### src/rtl/regfile_bank_if.sv
// Write/clear port and flat register export for regfile_bank.
// master: the requester side (drives writes and clear pulses).
// slave: the bank itself.
interface regfile_bank_if #(
  parameter int WIDTH = 32,
  parameter int NREGS = 32,
  parameter int AW    = 5
);
  logic                   wr_valid;
  logic                   wr_ready;
  logic [AW-1:0]          wr_addr;
  logic [WIDTH-1:0]       wr_data;
  logic                   clr_req;
  logic                   busy;
  logic [WIDTH*NREGS-1:0] regs_flat;

  modport master (
    output wr_valid, wr_addr, wr_data, clr_req,
    input  wr_ready, busy, regs_flat
  );

  modport slave (
    input  wr_valid, wr_addr, wr_data, clr_req,
    output wr_ready, busy, regs_flat
  );
endinterface

### src/rtl/regfile_bank.sv
// regfile_bank: 32 x WIDTH architectural register bank feeding the 32:1
// BIGMUX read selector. One write per cycle via valid/ready, plus a bulk
// clear that sweeps one entry to zero per cycle.
// Optional build macro REGFILE_ZERO_REG_EN: register 0 reads as constant
// zero; writes to it handshake normally but the data is dropped.
// regs_flat is MSB-first: reg 0 at the top slice, reg NREGS-1 at [WIDTH-1:0].

// One storage entry. Clear has priority, though the top level never
// asserts both in the same cycle (writes are blocked during a sweep).
module regfile_entry #(
  parameter int WIDTH = 32
) (
  input  logic             clk,
  input  logic             rst_n,
  input  logic             clr,
  input  logic             wr,
  input  logic [WIDTH-1:0] wd,
  output logic [WIDTH-1:0] q
);
  // entry flop: async clear on reset, sweep clear, or write
  always_ff @(posedge clk or negedge rst_n) begin
    if (!rst_n)   q <= '0;
    else if (clr) q <= '0;
    else if (wr)  q <= wd;
  end
endmodule

module regfile_bank #(
  parameter int WIDTH = 32,
  parameter int NREGS = 32,
  parameter int AW    = 5
) (
  input  logic           clk,
  input  logic           rst_n,
  regfile_bank_if.slave  bus
);
  typedef enum logic {IDLE, CLEAR} state_t;

  localparam logic [AW-1:0] LAST = AW'(NREGS - 1);

  state_t                       state;
  logic [AW-1:0]                cnt;
  logic                         busy_q;
  logic                         wr_fire;
  logic                         sweep;
  logic [NREGS-1:0][WIDTH-1:0]  regs;

  // A clear request in IDLE steals the cycle from any concurrent write,
  // so the requester simply sees ready low and retries after the sweep.
  assign bus.wr_ready = (state == IDLE) && !bus.clr_req;
  assign wr_fire      = bus.wr_valid && bus.wr_ready;
  assign sweep        = (state == CLEAR);
  assign bus.busy     = busy_q;

  // control FSM: IDLE accepts writes; CLEAR zeroes entry cnt each cycle
  always_ff @(posedge clk or negedge rst_n) begin
    if (!rst_n) begin
      state  <= IDLE;
      cnt    <= '0;
      busy_q <= 1'b0;
    end else begin
      case (state)
        IDLE: begin
          if (bus.clr_req) begin
            state  <= CLEAR;
            cnt    <= '0;
            busy_q <= 1'b1;
          end
        end
        CLEAR: begin
          // clr_req is ignored here; cnt wraps to 0 after LAST
          cnt <= cnt + AW'(1);
          if (cnt == LAST) begin
            state  <= IDLE;
            busy_q <= 1'b0;
          end
        end
        default: begin
          state  <= IDLE;
          busy_q <= 1'b0;
        end
      endcase
    end
  end

  // per-entry decode and storage; export straight from the flops
  for (genvar k = 0; k < NREGS; k++) begin : g_ent
    localparam logic [AW-1:0] IDX = AW'(k);
`ifdef REGFILE_ZERO_REG_EN
    if (k == 0) begin : g_zero
      assign regs[k] = '0;
    end else begin : g_rw
      logic hit_wr;
      logic hit_clr;
      assign hit_wr  = wr_fire && (bus.wr_addr == IDX);
      assign hit_clr = sweep && (cnt == IDX);
      regfile_entry #(.WIDTH(WIDTH)) u_ent (
        .clk   (clk),
        .rst_n (rst_n),
        .clr   (hit_clr),
        .wr    (hit_wr),
        .wd    (bus.wr_data),
        .q     (regs[k])
      );
    end
`else
    begin : g_rw
      logic hit_wr;
      logic hit_clr;
      assign hit_wr  = wr_fire && (bus.wr_addr == IDX);
      assign hit_clr = sweep && (cnt == IDX);
      regfile_entry #(.WIDTH(WIDTH)) u_ent (
        .clk   (clk),
        .rst_n (rst_n),
        .clr   (hit_clr),
        .wr    (hit_wr),
        .wd    (bus.wr_data),
        .q     (regs[k])
      );
    end
`endif
    assign bus.regs_flat[(NREGS-1-k)*WIDTH +: WIDTH] = regs[k];
  end
endmodule

### src/flat_wrapper.sv
// flat-port wrapper written by rule: the top's interface ports become plain ports
module regfile_bank_flat 
#(
  parameter int WIDTH = 32,
  parameter int NREGS = 32,
  parameter int AW    = 5
)
  (clk, rst_n, bus_wr_valid, bus_wr_addr, bus_wr_data, bus_clr_req, bus_wr_ready, bus_busy, bus_regs_flat);
  regfile_bank_if #(.WIDTH(WIDTH), .NREGS(NREGS), .AW(AW)) bus_i ();
  input  logic clk;
  input  logic rst_n;
  input wire logic [$bits(bus_i.wr_valid)-1:0] bus_wr_valid;
  input wire logic [$bits(bus_i.wr_addr)-1:0] bus_wr_addr;
  input wire logic [$bits(bus_i.wr_data)-1:0] bus_wr_data;
  input wire logic [$bits(bus_i.clr_req)-1:0] bus_clr_req;
  output wire logic [$bits(bus_i.wr_ready)-1:0] bus_wr_ready;
  output wire logic [$bits(bus_i.busy)-1:0] bus_busy;
  output wire logic [$bits(bus_i.regs_flat)-1:0] bus_regs_flat;
  assign bus_i.wr_valid = bus_wr_valid;
  assign bus_i.wr_addr = bus_wr_addr;
  assign bus_i.wr_data = bus_wr_data;
  assign bus_i.clr_req = bus_clr_req;
  assign bus_wr_ready = bus_i.wr_ready;
  assign bus_busy = bus_i.busy;
  assign bus_regs_flat = bus_i.regs_flat;
  regfile_bank #(.WIDTH(WIDTH), .NREGS(NREGS), .AW(AW)) u_core (.clk(clk), .rst_n(rst_n), .bus(bus_i));
endmodule
### config.mk
export PLATFORM = sky130hd
export DESIGN_NAME = regfile_bank_flat
export DESIGN_NICKNAME = d
export VERILOG_FILES = /design/src/rtl/regfile_bank_if.sv /design/src/rtl/regfile_bank.sv /design/src/flat_wrapper.sv
export SDC_FILE = /design/constraint.sdc
export NUM_CORES = 1
export LEC_CHECK = 0
export CAP_MARGIN = 40
export CORE_AREA = 2 2 413 415
export DETAILED_ROUTE_END_ITERATION = 16
export DIE_AREA = 0 0 415 417
export GPL_ROUTABILITY_DRIVEN = 0
export HOLD_SLACK_MARGIN = 0.15
export MAX_ROUTING_LAYER = met4
export PLACE_DENSITY = 0.39
export SLEW_MARGIN = 20
export SYNTH_ARGS = -nofsm -noshare
export SYNTH_HDL_FRONTEND = slang
export SYNTH_SLANG_ARGS = --single-unit
### constraint.sdc
create_clock -name clk -period 2.5 [get_ports clk]
set_input_delay 0.5 -clock clk [delete_from_list [all_inputs] [get_ports clk]]
set_output_delay 0.5 -clock clk [all_outputs]
set_load 0.01 [all_outputs]
Word-level counts from Yosys, hierarchy flattened
Index checks and enable logic that the tools add are counted.
- flip-flop bits (word level): 1031
- bits of input ports: 41
- word-level logic and storage cells: 275
- eq/ne operators: 64
- add/subtract/negate cells: 1
- reductions and logical operators: 102
- muxes and demuxes: 72
- bitwise gates (word level): 1
- operator list (operator ; number):
    $mux W32 ; 64
    $eq A5 B5 Y1 const B ; 32
    $eq A5 B4 Y1 const B ; 16
    $logic_and A1 B1 Y1 ; 66
    $reduce_bool A2 Y1 ; 32
    $eq A5 B3 Y1 const B ; 8
    $eq A5 B2 Y1 const B ; 4
    $eq A5 B1 Y1 const B ; 2
    $logic_not A5 Y1 ; 2
    $pmux W5 S2 ; 1
    $add A5 B1 Y5 const B ; 1
    $mux W5 ; 1
    $mux W1 ; 4
    $ne A2 B2 Y1 const B ; 2
    $pmux W1 S2 ; 2
    $reduce_and A2 Y1 ; 1
    $logic_not A1 Y1 ; 1
    $not A1 Y1 ; 1

Longest topological paths before layout
Gate-level depths: netlist (run 1).
- word-level depth: 6
- gate-level depth with buffers: 7

By module
A second synthesis (run 1) with hierarchy kept.
- cell total of the unflattened synthesis: 3437
- area, all modules: 43251.5 um^2
- by module, submodules not included (module ; cells an instance ; times used ; area an instance (um^2) ; seq. area each (um^2)):
    regfile_entry ; 103 ; 32 ; 1323.8 ; 800.8
    regfile_bank ; 141 ; 1 ; 890.9 ; 175.2

Least setup slack after synthesis (run 1)
No wires, ideal clock.
- kind: input port to flip-flop
- start point: input bus_clr_req
- end point: register u_core.g_ent[18].g_rw.u_ent.q[10]
- buffers on the path: 3
- setup slack: 0.534 ns
- stages on the path: 6
- library setup time: 0.066 ns
- arrival time: 1.899 ns
- data required time: 2.434 ns
- cell sequence: buf_2 -> or4b_1 -> clkbuf_1 -> nor2_1 -> buf_2 -> a22o_1
- longest elaborated chain between the ends: 5
- ends and longest elaborated chain (element ; RTL line ; RTL):
    start, declared ; flat_wrapper.sv:15 ; input wire logic [$bits(bus_i.clr_req)-1:0] bus_clr_req;
    $logic_not A1 Y1 ; regfile_bank.sv:50 ; assign bus.wr_ready = (state == IDLE) && !bus.clr_req;
    $logic_and A1 B1 Y1 ; regfile_bank.sv:50 ;
    $logic_and A1 B1 Y1 ; regfile_bank.sv:51 ; assign wr_fire = bus.wr_valid && bus.wr_ready;
    $logic_and A1 B1 Y1 ; regfile_bank.sv:110 ; assign hit_wr = wr_fire && (bus.wr_addr == IDX);
    $reduce_bool A2 Y1 (no line) ; - ;
    end signal, assigned ; regfile_bank.sv:24 ; else if (wr) q <= wd;
    end, declared ; regfile_bank.sv:18 ; output logic [WIDTH-1:0] q
Every way passes these cells.
A chain may end at the register's enable or synchronous reset.

Worst setup path after layout (run 1)
- start point: register u_core.state
- end point: output bus_wr_ready
- longest elaborated chain between the ends: 2
- ends and longest elaborated chain (element ; RTL line ; RTL):
    start, declared ; regfile_bank.sv:41 ; state_t state;
    start signal, assigned ; regfile_bank.sv:58 ; state <= IDLE;
    start signal, assigned ; regfile_bank.sv:65 ; state <= CLEAR;
    start signal, assigned ; regfile_bank.sv:74 ; state <= IDLE;
    $not A1 Y1 ; - ;
    $logic_and A1 B1 Y1 ; regfile_bank.sv:50 ;
    end, declared ; flat_wrapper.sv:16 ; output wire logic [$bits(bus_i.wr_ready)-1:0] bus_wr_ready;
Every way passes these cells.

==> results of run 1 <==
==> worst register-to-register path: stages (launching register included) <==
cell,delay [ns]
dfrtp_2,0.48
or4b_1,0.60
buf_4,0.20
nor2_4,0.27
buf_12,0.22
a22o_1,0.19
==> worst max path at each step <==
stage	startpoint	endpoint	cells past startpoint
5_1_grt	u_core.g_ent[8].g_rw.u_ent.q[0]$_DFFE_PN0P_	bus_regs_flat[736]	1
4_1_cts	u_core.state$_DFF_PN0_	bus_wr_ready	3
6_report	u_core.state$_DFF_PN0_	bus_wr_ready	3
3_5_place_dp	bus_clr_req	bus_wr_ready	5
2_1_floorplan	bus_clr_req	u_core.g_ent[18].g_rw.u_ent.q[10]$_DFFE_PN0P_	6
3_3_place_gp	bus_clr_req	bus_wr_ready	5
==> cells in the final DEF (no fill, tap or decap), types with 6 or more instances in the layout <==
cell / n
clkdlybuf4s50_1: 1030
dfrtp_1: 1030
a22o_1: 960
buf_12: 136
clkbuf_16: 119
buf_4: 92
nand2_1: 68
nand3_1: 65
o21ai_0: 65
buf_2: 32
nor2_4: 30
a22oi_2: 30
clkbuf_8: 30
clkinv_2: 28
clkbuf_1: 23
bufinv_16: 11
ha_1: 7
diode_2: 6
==> Yosys cell counts (all sizes together) (4+ instances only) <==
cell	number	share of area (%)
nand3	65	0.87
ha	7	0.23
a22o	960	23
inv	4	0.040
dfrtp	1031	69
nand2	68	0.68
nor2	35	0.35
buf	84	1.1
o21ai	65	0.87
and3	5	0.084
clkbuf	235	2.4
and3b	5	0.12
nand4bb	4	0.12
a22oi	30	0.60
==> per-layer routing <==
layer / vias to the layer above / wire, um
met5: - / 0
met4: 0 / 9209
met3: 306 / 14040
met2: 1296 / 98610
met1: 15750 / 84430
li1: 12250 / -
==> logic make-up after synthesis <==
| family | after synthesis | synth area share (%) |
|---|---|---|
| AND/OR/NAND/NOR | 211 | 2.983 |
| multiplexers | 1 | 0.03016 |
| adder cells (fa/ha/maj) | 7 | 0.2346 |
| buffers and inverters | 323 | 3.509 |
| flip-flops | 1031 | 69.11 |
| AO/OA/AOI/OAI | 1060 | 24.09 |
| XOR/XNOR | 2 | 0.04693 |
==> cell type report <==
cell class	instances	share of cell area (%)
sequential	1031	45.06
timing repair buffer	1295	24.34
inverter	4	0.02622
antenna	6	0.02622
multi-input combinational	1281	18.55
clock buffer	172	6.073
clock inverter	51	1.077
tap	2218	4.847
==> state kept, by name, indices dropped and copies added (netlist names) <==
| signal | cells |
|---|---|
| u_core.bus.busy | 1 |
| u_core.cnt | 5 |
| u_core.g_ent.g_rw.u_ent.q | 1024 |
| u_core.state | 1 |
==> report_power, final <==
| group | switching, mW | leakage (nW) | internal, mW |
|---|---|---|---|
| Combinational | 5.04 | 9.18 | 3.61 |
| Sequential | 0.824 | 14.3 | 17.9 |
| Clock | 7.66 | 2.04 | 10.8 |
| Total | 13.5 | 25.5 | 32.3 |
==> through the flow <==
stage | setup TNS (ns) | util, % | setup slack (ns) | area [sq um]
6_report | 0 | 33.98 | 0.1403 | 57260
2_1_floorplan | 0 | - | 0.5341 | 37330
4_1_cts | 0 | 33.97 | 0.01540 | 57240
5_1_grt | 0 | 33.97 | 0.04935 | 57250
3_3_place_gp | -28.48 | 31.53 | -0.3142 | 53130
3_5_place_dp | -27.62 | 31.53 | -0.2853 | 53130
==> timing repair <==
item	CTS	global route
hold buffers	1	0
hold endpoints to repair	261	0
setup endpoints to repair	3	0
gates resized for setup	7	0
==> metrics.md, run 1 <==
| Metric | Value |
|---|---|
| Async SR Flop Fraction | 100.0% |
| Gate Count Post-Synth | 2635 |
| Top delay family on crit path | flip-flops |
| Post-synthesis sequential area ratio | 69.11% |
| Clock Sinks | 1031 |
| Fill cells | 16480 |
| Area of the core | 168500 sq um |
| Worst-margin pin slew | 0.7074 ns |
| DR WL/cell | 34.05 um |
| Final wirelength | 206300 um |
| IO Port Bufs | 1066 |
| DR vias/cell | 4.886 |
| Met1 Usage GRT | 29.22% |
| Final nets | 3780 |
| Peak VDD IR | 548.9 uV |
| RSZ-0062 raised after global routing | false |
| Detail Route Antenna Nets | 0 |
| Synth Area per Inst | 14.17 sq um |
| Status | finished, final reports clean |
| Clock root buffer | clkbuf_16 |
| Hpwl dp | 136900 um |
| Crit path required time | 2.00 ns |
| CTS tree | built |
| Layout cells sized above 1 | 13.98% |
| Clk_lat worst skew | 0.78 ns |
| Crit path DAT | 1.86 ns |
| Fin Hold WS | 0.2161 ns |
| Slowest-stage cell, CP | dfrtp_2 |
| Starting DRT DRC Count | 2638 |
| GR peak layer | met2 |
| Multi-input gate area | 10620 sq um |
| Die ar. | 173100 sq um |
| Initial antenna violation count | 19 |
| Clock Tree Buf Depth | 3 |
| Reg-to-reg critical path startpoint | u_core.state$_DFF_PN0_ |
| CTS HTree Levels | 3 |
| DRT Pass-1 Iters | 7 |
| Die X | 415 um |
| Met2 GRT Util | 37.61% |
| First-pass GRT wire length | 276900 um |
| Buf/Inv on CP | 2 |
| Number of global-route vias before repair | 30010 |
| Crit path max fanout | 24 |
| Top Ports | 1067 |
| Power Density | 801.0 nW/um^2 |
| DR vias | 29600 |
| Dpl cells | 5828 |
| DRC | 0 |
| Warnings, synthesis | 0 |
| Layout area overhead | 53.38% |
| Endpoints failing setup | 0 |
| Critical-path cell list | buf_12 > nor2_4 > clkdlybuf4s15_1 |
| Pin count of the biggest net entering global routing | 86 |
| Type of the most critical hold path | in2async |
| Startpoint types | flip-flop |
| Met3 usage | 5.448% |
| Core Rows | 151 |
| Slew Viols, Final | 0 |
| R2r setup slk | 0.49 ns |
| #FFs+latches synth | 1031 |
| Most used DFF post-synth | dfrtp_1 |
| Critical Path End Type | primary output |
| CTS clk-pin slew, worst paths | 0.06 ns |
| Tmin final | 2.360 ns |
| Final Hold Vio Count | 0 |
| Post-synth cell types | 37 |
| Reg area | 25800 sq um |
| Crit-path max cell delay | 0.48 ns |
| Total Routing Usage GR | 23.83% |
| Syn nets | 2683 |
| Post-Syn Area | 37330 sq um |
| Leak | 25.48 nW |
| Fmax | 423.8 MHz |
| Slew HR | 52.74% |
| Post-synth EDFFs | 0 |
| Initial Util | 22.15% |
| Crit share post-route | 94.39% |
| Worst flop-to-flop path endpoint | u_core.g_ent[2].g_rw.u_ent.q[12]$_DFFE_PN0P_ |
| WS Path Type | reg2out |
| Post-CTS setup buffer count | 0 |
| Total power | 45.86 mW |
| CTS buffer count | 119 |
| R2R depth | 5 |
| Grt total ovfl | 0 |
| Layout Cells excl Fill | 6058 |
| Chip height | 417 um |
| Max Cap Viol | 0 |
| Worst Clk Skew | 0.02935 ns |
Power figures use the tool's default switching activity.
==> inputs of run 2 (changes only) <==
PLACE_DENSITY = not set   (was 0.39)
PLACE_DENSITY_LB_ADDON = 0.08   (was not set)
==> run 2 against run 1 <==
  * Combinational power grew 2%
  * Cell area grew 0.56%
  * Setup slack got worse by 0.037 ns
  * Largest cell class unchanged
  * Clock-buffer cell count grew 24
  * Die area unchanged
  * Hold slack lost 0.0075 ns
  * Sequential share of layout area fell by 0.25 points
  * Global-route usage is 0.34 points higher
  * First-iteration DRC count is 7.2% lower
  * Clock skew down 0.0037 ns
  * Non-clock buffer count increased by 9
==> metrics.md, run 2 (same netlist as run 1, synthesis figures left out) <==
| Metric | Value |
|---|---|
| Max FFs per register | 1024 |
| Hpwl dp | 139900 um |
| Die X | 415 um |
| Total Routing Usage GR | 24.17% |
| Status | finished, final reports clean |
| Max Cap Viol | 0 |
| Critical-path cell list | clkdlybuf4s50_1 |
| Clock Sinks | 1031 |
| Worst-margin pin slew | 0.8803 ns |
| Crit path from | u_core.g_ent[1].g_rw.u_ent.q[18]$_DFFE_PN0P_ |
| Crit-path max cell delay | 0.63 ns |
| TNS Setup | 0 ns |
| Crit path required time | 2.00 ns |
| Fmax | 417.2 MHz |
| Dpl cells | 5835 |
| Setup WS pre-CTS | -0.2690 ns |
| First-pass GRT wire length | 279300 um |
| Multi-input gate area | 10620 sq um |
| Endpoints failing setup | 0 |
| Peak VDD IR | 686.5 uV |
| Crit path max fanout | 2 |
| DR vias/cell | 4.878 |
| Number of global-route vias before repair | 29880 |
| DRT Pass-1 Iters | 5 |
| Reg-to-reg critical path startpoint | u_core.state$_DFF_PN0_ |
| Slew Viols, Final | 0 |
| Die ar. | 173100 sq um |
| Reg area | 25800 sq um |
| Layout cells sized above 1 | 14.04% |
| Detail Route Antenna Nets | 0 |
| Layout Cells excl Fill | 6078 |
| DR vias | 29650 |
| RSZ-0062 raised after global routing | false |
| Core Rows | 151 |
| Final core utilization | 34.16% |
| Tmin final | 2.397 ns |
| CTS HTree Levels | 4 |
| Total power | 46.97 mW |
| Crit share post-route | 95.88% |
| CTS clk-pin slew, worst paths | 0.06 ns |
| Largest registers | u_core.g_ent.g_rw.u_ent.q (1024), u_core.cnt (5) |
| Grt total ovfl | 0 |
| Crit path DAT | 1.90 ns |
| Slowest-stage cell, CP | clkdlybuf4s50_1 |
| Final nets | 3800 |
| Top delay family on crit path | buffers and inverters |
| Final Hold Vio Count | 0 |
| Slew HR | 41.32% |
| Most flops, register | u_core.g_ent.g_rw.u_ent.q |
| Clock Tree Buf Depth | 3 |
| Starting DRT DRC Count | 2447 |
| Post-CTS setup buffer count | 0 |
| Most frequent cells in the layout | clkdlybuf4s50_1, dfrtp_1, a22o_1 |
| Buf/Inv on CP | 1 |
| Fill cells | 16600 |
| Initial antenna violation count | 14 |
| CTS tree | built |
| Initial Util | 22.15% |
| Type of the most critical hold path | in2async |
| Setup ws final | 0.1029 ns |
| Post-DP Area | 53180 sq um |
| Clk_lat worst skew | 0.79 ns |
| DR WL/cell | 34.27 um |
| IO Port Bufs | 1066 |
| Leak | 25.64 nW |
| CTS buffer count | 130 |
| Critical Path End Type | primary output |
| Final Cell Area | 57580 sq um |
| Pin count of the biggest net entering global routing | 79 |
| Area of the core | 168500 sq um |
| Top Ports | 1067 |
| Layout area overhead | 54.23% |
| Worst Clk Skew | 0.02564 ns |
| Startpoint types | flip-flop |
| Final wirelength | 208300 um |
| DRC | 0 |
| WS Path Type | reg2out |
| Fin Hold WS | 0.2086 ns |
| Clock root buffer | clkbuf_16 |
| Power Density | 815.8 nW/um^2 |
| Leading cell type in the layout, fill and taps excluded | clkdlybuf4s50_1 |
| Chip height | 417 um |
## run 2: cell count changes in the layout (fill, tap and decap cells not counted), sizes merged, moves of 4 or more
cell / delta
inv: +5
bufinv: -4
clkinv: -14
buf: +7
clkbuf: +24
## run 2: worst paths after layout
kind / end / slack (ns) / depth (start not counted)
max: bus_regs_flat[978] / 0.10 / 1
min: u_core.g_ent[25].g_rw.u_ent.q[25]$_DFFE_PN0P_ / 0.21 / 2
max reg2reg: u_core.g_ent[6].g_rw.u_ent.q[29]$_DFFE_PN0P_ / 0.46 / 5
min reg2reg: u_core.g_ent[26].g_rw.u_ent.q[3]$_DFFE_PN0P_ / 0.49 / 1
max in group asynchronous: u_core.g_ent[8].g_rw.u_ent.q[24]$_DFFE_PN0P_ / 1.27 / 4
min in group clk: u_core.g_ent[15].g_rw.u_ent.q[8]$_DFFE_PN0P_ / 0.24 / 4
## run 2: layout make-up
class	count	area share, %
clock inverters	37	0.7975
inverters	4	0.02608
flip-flops and latches	1031	44.81
repair buffers	1304	24.32
clock buffers	196	6.750
diodes	7	0.03042
multi-input cells	1281	18.44
well taps	2218	4.820
## run 2: power breakdown
part / leakage [nW] / switching [mW] / internal, mW
logic: 9.22 / 5.15 / 3.68
registers: 14.3 / 0.800 / 17.9
clock network: 2.14 / 7.89 / 11.5
total: 25.6 / 13.8 / 33.1
## run 2: per-layer routing
metal,global-route usage (%),vias up,part of all wire (%)
met1,28.81,15860,40
met4,9.118,0,3.9
met2,39.45,1217,49
met3,5.955,294,6.2
li1,-,12280,-
met5,-,-,0
## run 2: timing repair
| item | 4_1_cts | 5_1_grt |
|---|---|---|
| hold endpoints to repair | 256 | 0 |
| hold buffers | 3 | 0 |
| setup endpoints to repair | 1 | 0 |
| gates resized for setup | 1 | 0 |
==> inputs of run 3 (changes only) <==
RECOVER_POWER = 100   (was not set)
SETUP_SLACK_MARGIN = 0.05   (was not set)
==> run 3 against run 2 <==
  * Die area unchanged
  * Sequential power about the same
  * First-iteration DRC count decreased by 3.7%
  * Largest power group unchanged
  * Clock power about the same
  * Highest routed layer unchanged
  * Non-clock buffer count unchanged
  * Sequential cell count unchanged
  * Final cell count about the same
  * Global-route usage about the same
  * Power decreased by 1.8%
  * The flow now finishes with violations (max-slew violations)
  * Clock skew decreased by 0.00059 ns
  * Critical path depth unchanged
==> metrics.md, run 3 (same netlist as run 1, synthesis figures left out) <==
| Metric | Value |
|---|---|
| Crit-path max cell delay | 0.78 ns |
| Chip height | 417 um |
| Type of the most critical hold path | in2reg |
| CTS HTree Levels | 4 |
| Final Cell Area | 56730 sq um |
| DR vias/cell | 4.856 |
| Number of global-route vias before repair | 29890 |
| Initial Util | 22.15% |
| Detail Route Antenna Nets | 0 |
| Initial antenna violation count | 16 |
| Most flops, register | u_core.g_ent.g_rw.u_ent.q |
| Worst-margin pin slew | 1.512 ns |
| Peak VDD IR | 695.7 uV |
| Total Routing Usage GR | 24.17% |
| Layout cells sized above 1 | 13.03% |
| CTS clk-pin slew, worst paths | 0.06 ns |
| Final nets | 3800 |
| Max FFs per register | 1024 |
| IO Port Bufs | 1066 |
| Pin count of the biggest net entering global routing | 79 |
| Worst Clk Skew | 0.02505 ns |
| Final Hold Vio Count | 0 |
| Clock Tree Buf Depth | 3 |
| Hpwl dp | 139900 um |
| Hold Crit Depth | 3 |
| Fill cells | 16710 |
| DR vias | 29520 |
| Tmin final | 2.404 ns |
| Grt total ovfl | 0 |
| Max Cap Viol | 0 |
| Slew Viols, Final | 25 |
| Critical Path End Type | primary output |
| Starting DRT DRC Count | 2356 |
| Die X | 415 um |
| Post-DP Area | 53180 sq um |
| Top Ports | 1067 |
| Failing checks | max-slew violations |
| Crit path required time | 2.00 ns |
| Status | complete, but fails checks |
| DRC | 0 |
| RSZ-0062 raised after global routing | false |
| WS Path Type | reg2out |
| Crit path max fanout | 2 |
| DRT Pass-1 Iters | 5 |
| Area of the core | 168500 sq um |
| Final wirelength | 208100 um |
| Dpl cells | 5835 |
| Clock Sinks | 1031 |
| Crit share post-route | 96.17% |
| Most frequent cells in the layout | dfrtp_1, dlygate4sd3_1, a22o_1 |
| Slowest-stage cell, CP | dlygate4sd3_1 |
| Buf/Inv on CP | 1 |
| Layout area overhead | 51.95% |
| Clk_lat worst skew | 0.79 ns |
| Leading cell type in the layout, fill and taps excluded | dfrtp_1 |
| DR WL/cell | 34.23 um |
| Power Density | 813.4 nW/um^2 |
| Core Rows | 151 |
| Total power | 46.14 mW |
| Leak | 28.77 nW |
| Die ar. | 173100 sq um |
| CTS buffer count | 130 |
| Startpoint types | flip-flop |
| Largest registers | u_core.g_ent.g_rw.u_ent.q (1024), u_core.cnt (5) |
| Clock root buffer | clkbuf_16 |
| Slew HR | -0.8035% |
| Endpoints failing setup | 0 |
| Critical path depth | 1 |
| Top delay family on crit path | buffers and inverters |
| Layout Cells excl Fill | 6079 |
| Crit path DAT | 1.90 ns |
| Fmax | 415.9 MHz |
| R2R depth | 6 |
| First-pass GRT wire length | 279300 um |
| CTS tree | built |
| Critical-path cell list | dlygate4sd3_1 |
## run 3: through the flow
step / util [%] / setup TNS, ns / hold slack (ns) / setup slack (ns)
floorplan: - / 0 / 0.2044 / 0.5341
global placement: 31.53 / -64.08 / 0.4410 / -0.2607
detailed placement: 31.56 / -59.75 / 0.4355 / -0.2690
CTS: 34.15 / 0 / 0.1585 / 0.06606
global route: 33.66 / 0 / 0.1862 / 0.02902
finish: 33.66 / 0 / 0.2359 / 0.09572
## run 3: worst reg2reg max path, cell delays in order (launching register included)
cell and delay [ns]:
dfrtp_1 0.46, buf_4 0.21, nor4b_1 0.53, buf_12 0.20
a22oi_1 0.10, clkbuf_4 0.40, a22o_1 0.35
## run 3: power breakdown
| group | internal (mW) | total (mW) | leakage (nW) | switching [mW] |
|---|---|---|---|---|
| clock network | 11.5 | 19.4 | 2.14 | 7.89 |
| registers | 17.9 | 18.7 | 14.3 | 0.743 |
| logic | 2.99 | 8.06 | 12.4 | 5.07 |
## run 3: what timing repair did
action,4_1_cts,5_1_grt
hold buffers,3,0
buffers inserted,0,0
resized for setup,8,0
endpoints found under the hold margin,256,0
endpoints found under the setup margin,8,0
## run 3: cell type report
type / count / area, sq um / share of cell area [%]
sequential: 1031 / 25800 / 45.48
timing repair buffer: 1304 / 13290 / 23.42
multi-input combinational: 1281 / 10490 / 18.48
clock buffer: 196 / 3886 / 6.851
tap: 2218 / 2775 / 4.892
clock inverter: 37 / 459.2 / 0.8095
antenna: 8 / 20.02 / 0.03529
inverter: 4 / 15.01 / 0.02647
## run 3: path summary, 6_finish.rpt
check                                                                  start                                       endpoint  slack (ns)
worst max-delay path            u_core.g_ent[7].g_rw.u_ent.q[16]$_DFFE_PN0P_                             bus_regs_flat[784]         0.1
worst min-delay path                                          bus_wr_data[1]   u_core.g_ent[15].g_rw.u_ent.q[1]$_DFFE_PN0P_        0.24
worst max register to register                        u_core.state$_DFF_PN0_   u_core.g_ent[22].g_rw.u_ent.q[6]$_DFFE_PN0P_        0.15
worst min register to register   u_core.g_ent[9].g_rw.u_ent.q[3]$_DFFE_PN0P_    u_core.g_ent[9].g_rw.u_ent.q[3]$_DFFE_PN0P_        0.49
max in group asynchronous                                              rst_n  u_core.g_ent[13].g_rw.u_ent.q[19]$_DFFE_PN0P_        0.28
min in group asynchronous                                              rst_n  u_core.g_ent[25].g_rw.u_ent.q[25]$_DFFE_PN0P_        0.57
## run 3: routing by layer
metal | wire length, um | GRT usage (%)
met5 | 0 | -
met4 | 8433 | 9.130
met3 | 13090 | 5.944
met2 | 102700 | 39.44
met1 | 83840 | 28.82
